--- src/rtl/noc_pkg.sv ---
// Shared NoC definitions: packet width, VC bit position and VC encodings.
package noc_pkg;
    localparam int PKT_W  = 64;
    localparam int VC_BIT = 63;

    typedef logic [PKT_W-1:0] pkt_t;

    localparam logic VC_EVEN = 1'b0;
    localparam logic VC_ODD  = 1'b1;
endpackage

--- src/rtl/vc_slot.sv ---
// One-entry packet buffer with a full flag, driven by write and clear strobes.
module vc_slot
    import noc_pkg::*;
(
    input  logic clk,
    input  logic reset,
    input  logic wr,
    input  logic clr,
    input  pkt_t din,
    output logic full,
    output pkt_t dout
);
    logic full_reg;
    pkt_t data_reg;

    // Data is only reloaded on a write; a clear leaves the last contents visible.
    always_ff @(posedge clk or negedge reset) begin
        if (!reset) begin
            full_reg <= 1'b0;
            data_reg <= '0;
        end else if (wr) begin
            full_reg <= 1'b1;
            data_reg <= din;
        end else if (clr) begin
            full_reg <= 1'b0;
        end
    end

    assign full = full_reg;
    assign dout = data_reg;
endmodule

--- src/rtl/router_local_port.sv ---
// Router endpoint of the NIC link with polarity-multiplexed even/odd VC slots.
// Optional ROUTER_PORT_ERR_CNT_EN adds a saturating dropped-packet counter err_cnt.
module router_local_port
    import noc_pkg::*;
(
    input  logic             clk,
    input  logic             reset,
    output logic             net_polarity,
    input  logic             net_so,
    output logic             net_ro,
    input  logic [PKT_W-1:0] net_do,
    output logic             net_si,
    input  logic             net_ri,
    output logic [PKT_W-1:0] net_di,
    output logic             ing_valid,
    input  logic             ing_ready,
    output logic [PKT_W-1:0] ing_data,
    input  logic             egr_valid,
    output logic             egr_ready,
    input  logic [PKT_W-1:0] egr_data,
`ifdef ROUTER_PORT_ERR_CNT_EN
    output logic [15:0]      err_cnt,
`endif
    output logic             err_vc
);
    logic       pol_reg;
    logic       ext_vc;
    logic       err_vc_reg;
    logic [1:0] ib_wr, ib_clr, ib_full;
    logic [1:0] eb_wr, eb_clr, eb_full;
    pkt_t       ib_data [2];
    pkt_t       eb_data [2];
    logic       net_xfer, vc_match, ing_take, ing_drop;

    always_ff @(posedge clk or negedge reset) begin
        if (!reset) begin
            pol_reg <= 1'b0;
        end else begin
            pol_reg <= ~pol_reg;
        end
    end

    // The link always talks about the opposite VC to the one the core sees.
    assign ext_vc       = ~pol_reg;
    assign net_polarity = pol_reg;

    assign net_ro    = ~ib_full[ext_vc];
    assign net_xfer  = net_so & net_ro;
    assign vc_match  = (net_do[VC_BIT] == ext_vc);
    assign ing_take  = net_xfer & vc_match;
    assign ing_drop  = net_xfer & ~vc_match;

    assign ing_valid = ib_full[pol_reg];
    assign ing_data  = ib_data[pol_reg];

    assign egr_ready = ~eb_full[pol_reg] & (egr_data[VC_BIT] == pol_reg);
    assign net_si    = eb_full[ext_vc] & net_ri;
    assign net_di    = eb_data[ext_vc];

    generate
        for (genvar gi = 0; gi < 2; gi++) begin : g_slot
            assign ib_wr[gi]  = ing_take & (ext_vc == 1'(gi));
            assign ib_clr[gi] = ing_valid & ing_ready & (pol_reg == 1'(gi));
            assign eb_wr[gi]  = egr_valid & egr_ready & (pol_reg == 1'(gi));
            assign eb_clr[gi] = net_si & (ext_vc == 1'(gi));

            vc_slot u_ib (
                .clk   (clk),
                .reset (reset),
                .wr    (ib_wr[gi]),
                .clr   (ib_clr[gi]),
                .din   (net_do),
                .full  (ib_full[gi]),
                .dout  (ib_data[gi])
            );

            vc_slot u_eb (
                .clk   (clk),
                .reset (reset),
                .wr    (eb_wr[gi]),
                .clr   (eb_clr[gi]),
                .din   (egr_data),
                .full  (eb_full[gi]),
                .dout  (eb_data[gi])
            );
        end
    endgenerate

    always_ff @(posedge clk or negedge reset) begin
        if (!reset) begin
            err_vc_reg <= 1'b0;
        end else begin
            err_vc_reg <= ing_drop;
        end
    end

    assign err_vc = err_vc_reg;

`ifdef ROUTER_PORT_ERR_CNT_EN
    logic [15:0] err_cnt_reg;

    always_ff @(posedge clk or negedge reset) begin
        if (!reset) begin
            err_cnt_reg <= 16'h0000;
        end else if (ing_drop && (err_cnt_reg != 16'hFFFF)) begin
            err_cnt_reg <= err_cnt_reg + 16'h0001;
        end
    end

    assign err_cnt = err_cnt_reg;
`endif
endmodule

--- config.mk ---
export PLATFORM = sky130hd
export DESIGN_NAME = router_local_port
export DESIGN_NICKNAME = d
export VERILOG_FILES = /design/src/rtl/noc_pkg.sv /design/src/rtl/vc_slot.sv /design/src/rtl/router_local_port.sv
export SDC_FILE = /design/constraint.sdc
export NUM_CORES = 1
export LEC_CHECK = 0
export ABC_AREA = 1
export BUFFER_PORTS_ARGS = -buffer_cell sky130_fd_sc_hd__buf_2
export CORE_UTILIZATION = 45
export DETAILED_ROUTE_END_ITERATION = 7
export PLACE_DENSITY = 0.65
export SLEW_MARGIN = 20
export SYNTH_ARGS = -nofsm -noshare
export SYNTH_HDL_FRONTEND = slang
export SYNTH_HIERARCHICAL = 1
export SYNTH_SLANG_ARGS = --single-unit
--- constraint.sdc ---
create_clock -name clk -period 4.9 [get_ports clk]
set_clock_uncertainty 0.1 [all_clocks]
set_input_delay 1.47 -clock clk [delete_from_list [all_inputs] [get_ports clk]]
set_output_delay 1.47 -clock clk [all_outputs]
set_load 0.005 [all_outputs]
==> run metrics <==
P per Cell Area roughly 580 nW/um2; Tot GR Track Use 0.226; first-pass iteration count of the detailed router 4; Tmin final ~3700 ps; max-cap viol count 0; IO Count 268; worst hold slack 367 ps; Initial Util 0.457; Final Slew Violations 0; Storage cell area around 6600 um2; CTS hold repair buffers 0; total die area between 20000 and 30000 um2; Hold Crit Class reg2reg; Syn Nets roughly 1700; initial antenna violation count 7; Worst-Margin Slew 901 ps; Max Clk Rate ~0.27 GHz; RePlAce Congestion between 0.7 and 0.8; area of the multi-input gates between 4000 and 5000 um2; Worst-Skew Late Latency approximately 540 ps; Die Span Y around 160 um; leakage dissipation 8.33 nW; first-pass GRT wire length a little under 50000 um; launch point of the worst path net_polarity$_DFF_PN0_; Yosys reg bits around 260; DRC violations left 0; crit start category flop; Post-Syn Area between 10000 and 15000 um2; number of DRC markers in iteration 0 just under 800; Post-Syn Area per Cell approximately 7.7 um2; critical path capture point type output port; Worst path max stage delay approximately 500 ps; Peak VDD IR ~0.31 mV; data required time of the worst path approximately 3300 ps; Core Util, Final 0.542; sequential share of the synthesized area 0.553; Remaining Overflow, GRT 0; Slew headroom 0.399; FF-to-FF End g_slot[1].u_ib/dout[48]$_DFFE_PN0P_; slowest stage cell, crit path dfrtp_4; CP top delay family buffers and inverters; FF-to-FF Start net_polarity$_DFF_PN0_; leading area contributor after synthesis dfrtp_1; number of fillers in the final layout between 2000 and 3000; CP bufs+invs 3; clock-pin slew on the worst setup and hold paths 50 ps; DRT Wirelength a little over 30000 um; hold path depth 2; Synth area leaders dfrtp_1, nand2_1, buf_6, buf_2, clkbuf_8; Core Region 26000 um2; number of global-route vias before repair around 9500; number of port buffers about 270; clk sinks between 200 and 300; Yosys warnings 6; unrepaired setup endpoints after global routing no; CP cell instances inv_4 -> buf_4 -> nand2_1 -> nand2_1 -> buf_2; post-route setup TNS 0 ps; Vias/cell between 4 and 5; most frequent cells in the layout nand2_1, buf_2, dfrtp_1, clkbuf_16, buf_4; Final setup viols 0; post-CTS setup buffers 0; Post-Syn Instances 1548; antenna-violating nets left 0; fraction of layout cells with a size suffix above 1 0.190; status complete, no violations; Overall Power 0.00821 W; clock buffer count from CTS 29; # nets final 1915; reg2reg setup slack 2220 ps; Most Used Layer, Global Route met2; CTS Buffer Depth 3; area added between synthesis and finish 18.8%; largest net degree at the start of global routing 138; Tcrit/Tclk final 0.756; worst reg2reg path depth 8; cell mode on critical path nand2_1; met2 usage 0.373; top-area cell type share of the netlist area 0.553; row count approximately 60; via count between 10000 and 15000; Synth cell types 14; DR WL/cell roughly 14 um; met3 usage 0.0525; Hold Path Sink g_slot[0].u_eb/dout[37]$_DFFE_PN0P_; Hold Fails Final Rpt 0; Root Buffer clkbuf_16; leading cell type in the layout, fill and taps excluded nand2_1; post-CTS sizing 0; maximum fanout along the worst path 34; crit path DAT 2130 ps; met1 usage 0.305; H-tree depth 1; CP Class reg2out; HP Start g_slot[0].u_eb/dout[37]$_DFFE_PN0P_; die width roughly 160 um; CTS tree built; DPL Wire Length approximately 18000 um
[power breakdown]
group	leakage, nW	switching [W]	internal [W]
clock network	0.494	0.000868	0.00140
registers	3.25	0.000516	0.00317
logic	4.59	0.00125	0.000999
[through the flow]
step           worst slack [ps]  instance area, um2  std cells
4_1_cts                    1140               14100       2138
2_1_floorplan              1660               11900       1548
3_3_place_gp               1340               13100       2085
5_1_grt                    1070               14100       2141
3_5_place_dp               1360               13100       2085
6_report                   1200               14100       2143
[area by class of cell]
type                            count  share of cell area
Multi-Input combinational cell   1186               0.319
Inverter                           15             0.00417
Clock inverter                      9              0.0106
Clock buffer                       44              0.0605
Antenna cell                        5            0.000888
Timing Repair Buffer              287               0.110
Tap cell                          335              0.0298
Sequential cell                   262               0.466
[worst reg2reg max path: stages (launching register included)]
cell     delay, ps
dfrtp_4        440
buf_12         480
nand2_1        240
nand3_1        260
nor2_4          60
inv_2          510
buf_4          370
nand2_1         90
nand2_1         60
[worst max path at each step]
stage / cells past startpoint / to
after floorplan: 3 / egr_ready
after global placement: 5 / egr_ready
after detailed placement: 5 / egr_ready
after CTS: 5 / net_di[37]
after global routing: 5 / net_di[21]
final: 5 / net_di[31]
[cells by family after synthesis]
family	share of synthesized area
AO/OA/AOI/OAI	0.000421
flip-flops	0.553
AND/OR/NAND/NOR	0.376
buffers and inverters	0.0714
[synth_stat cells (all sizes together)]
master,instances
clkbuf,12
o21ai,1
dfrtp,262
nand2,1171
nor3,1
buf,73
and2,1
nand3,3
inv,15
nor2,9
[layer usage]
metal | vias to the layer above | part of all wire
met4 | 4 | 0.017
met1 | 4652 | 0.45
met3 | 37 | 0.069
met2 | 284 | 0.47
li1 | 5067 | -
met5 | - | 0.00091
Note: power is estimated with default switching activity, not from simulation.
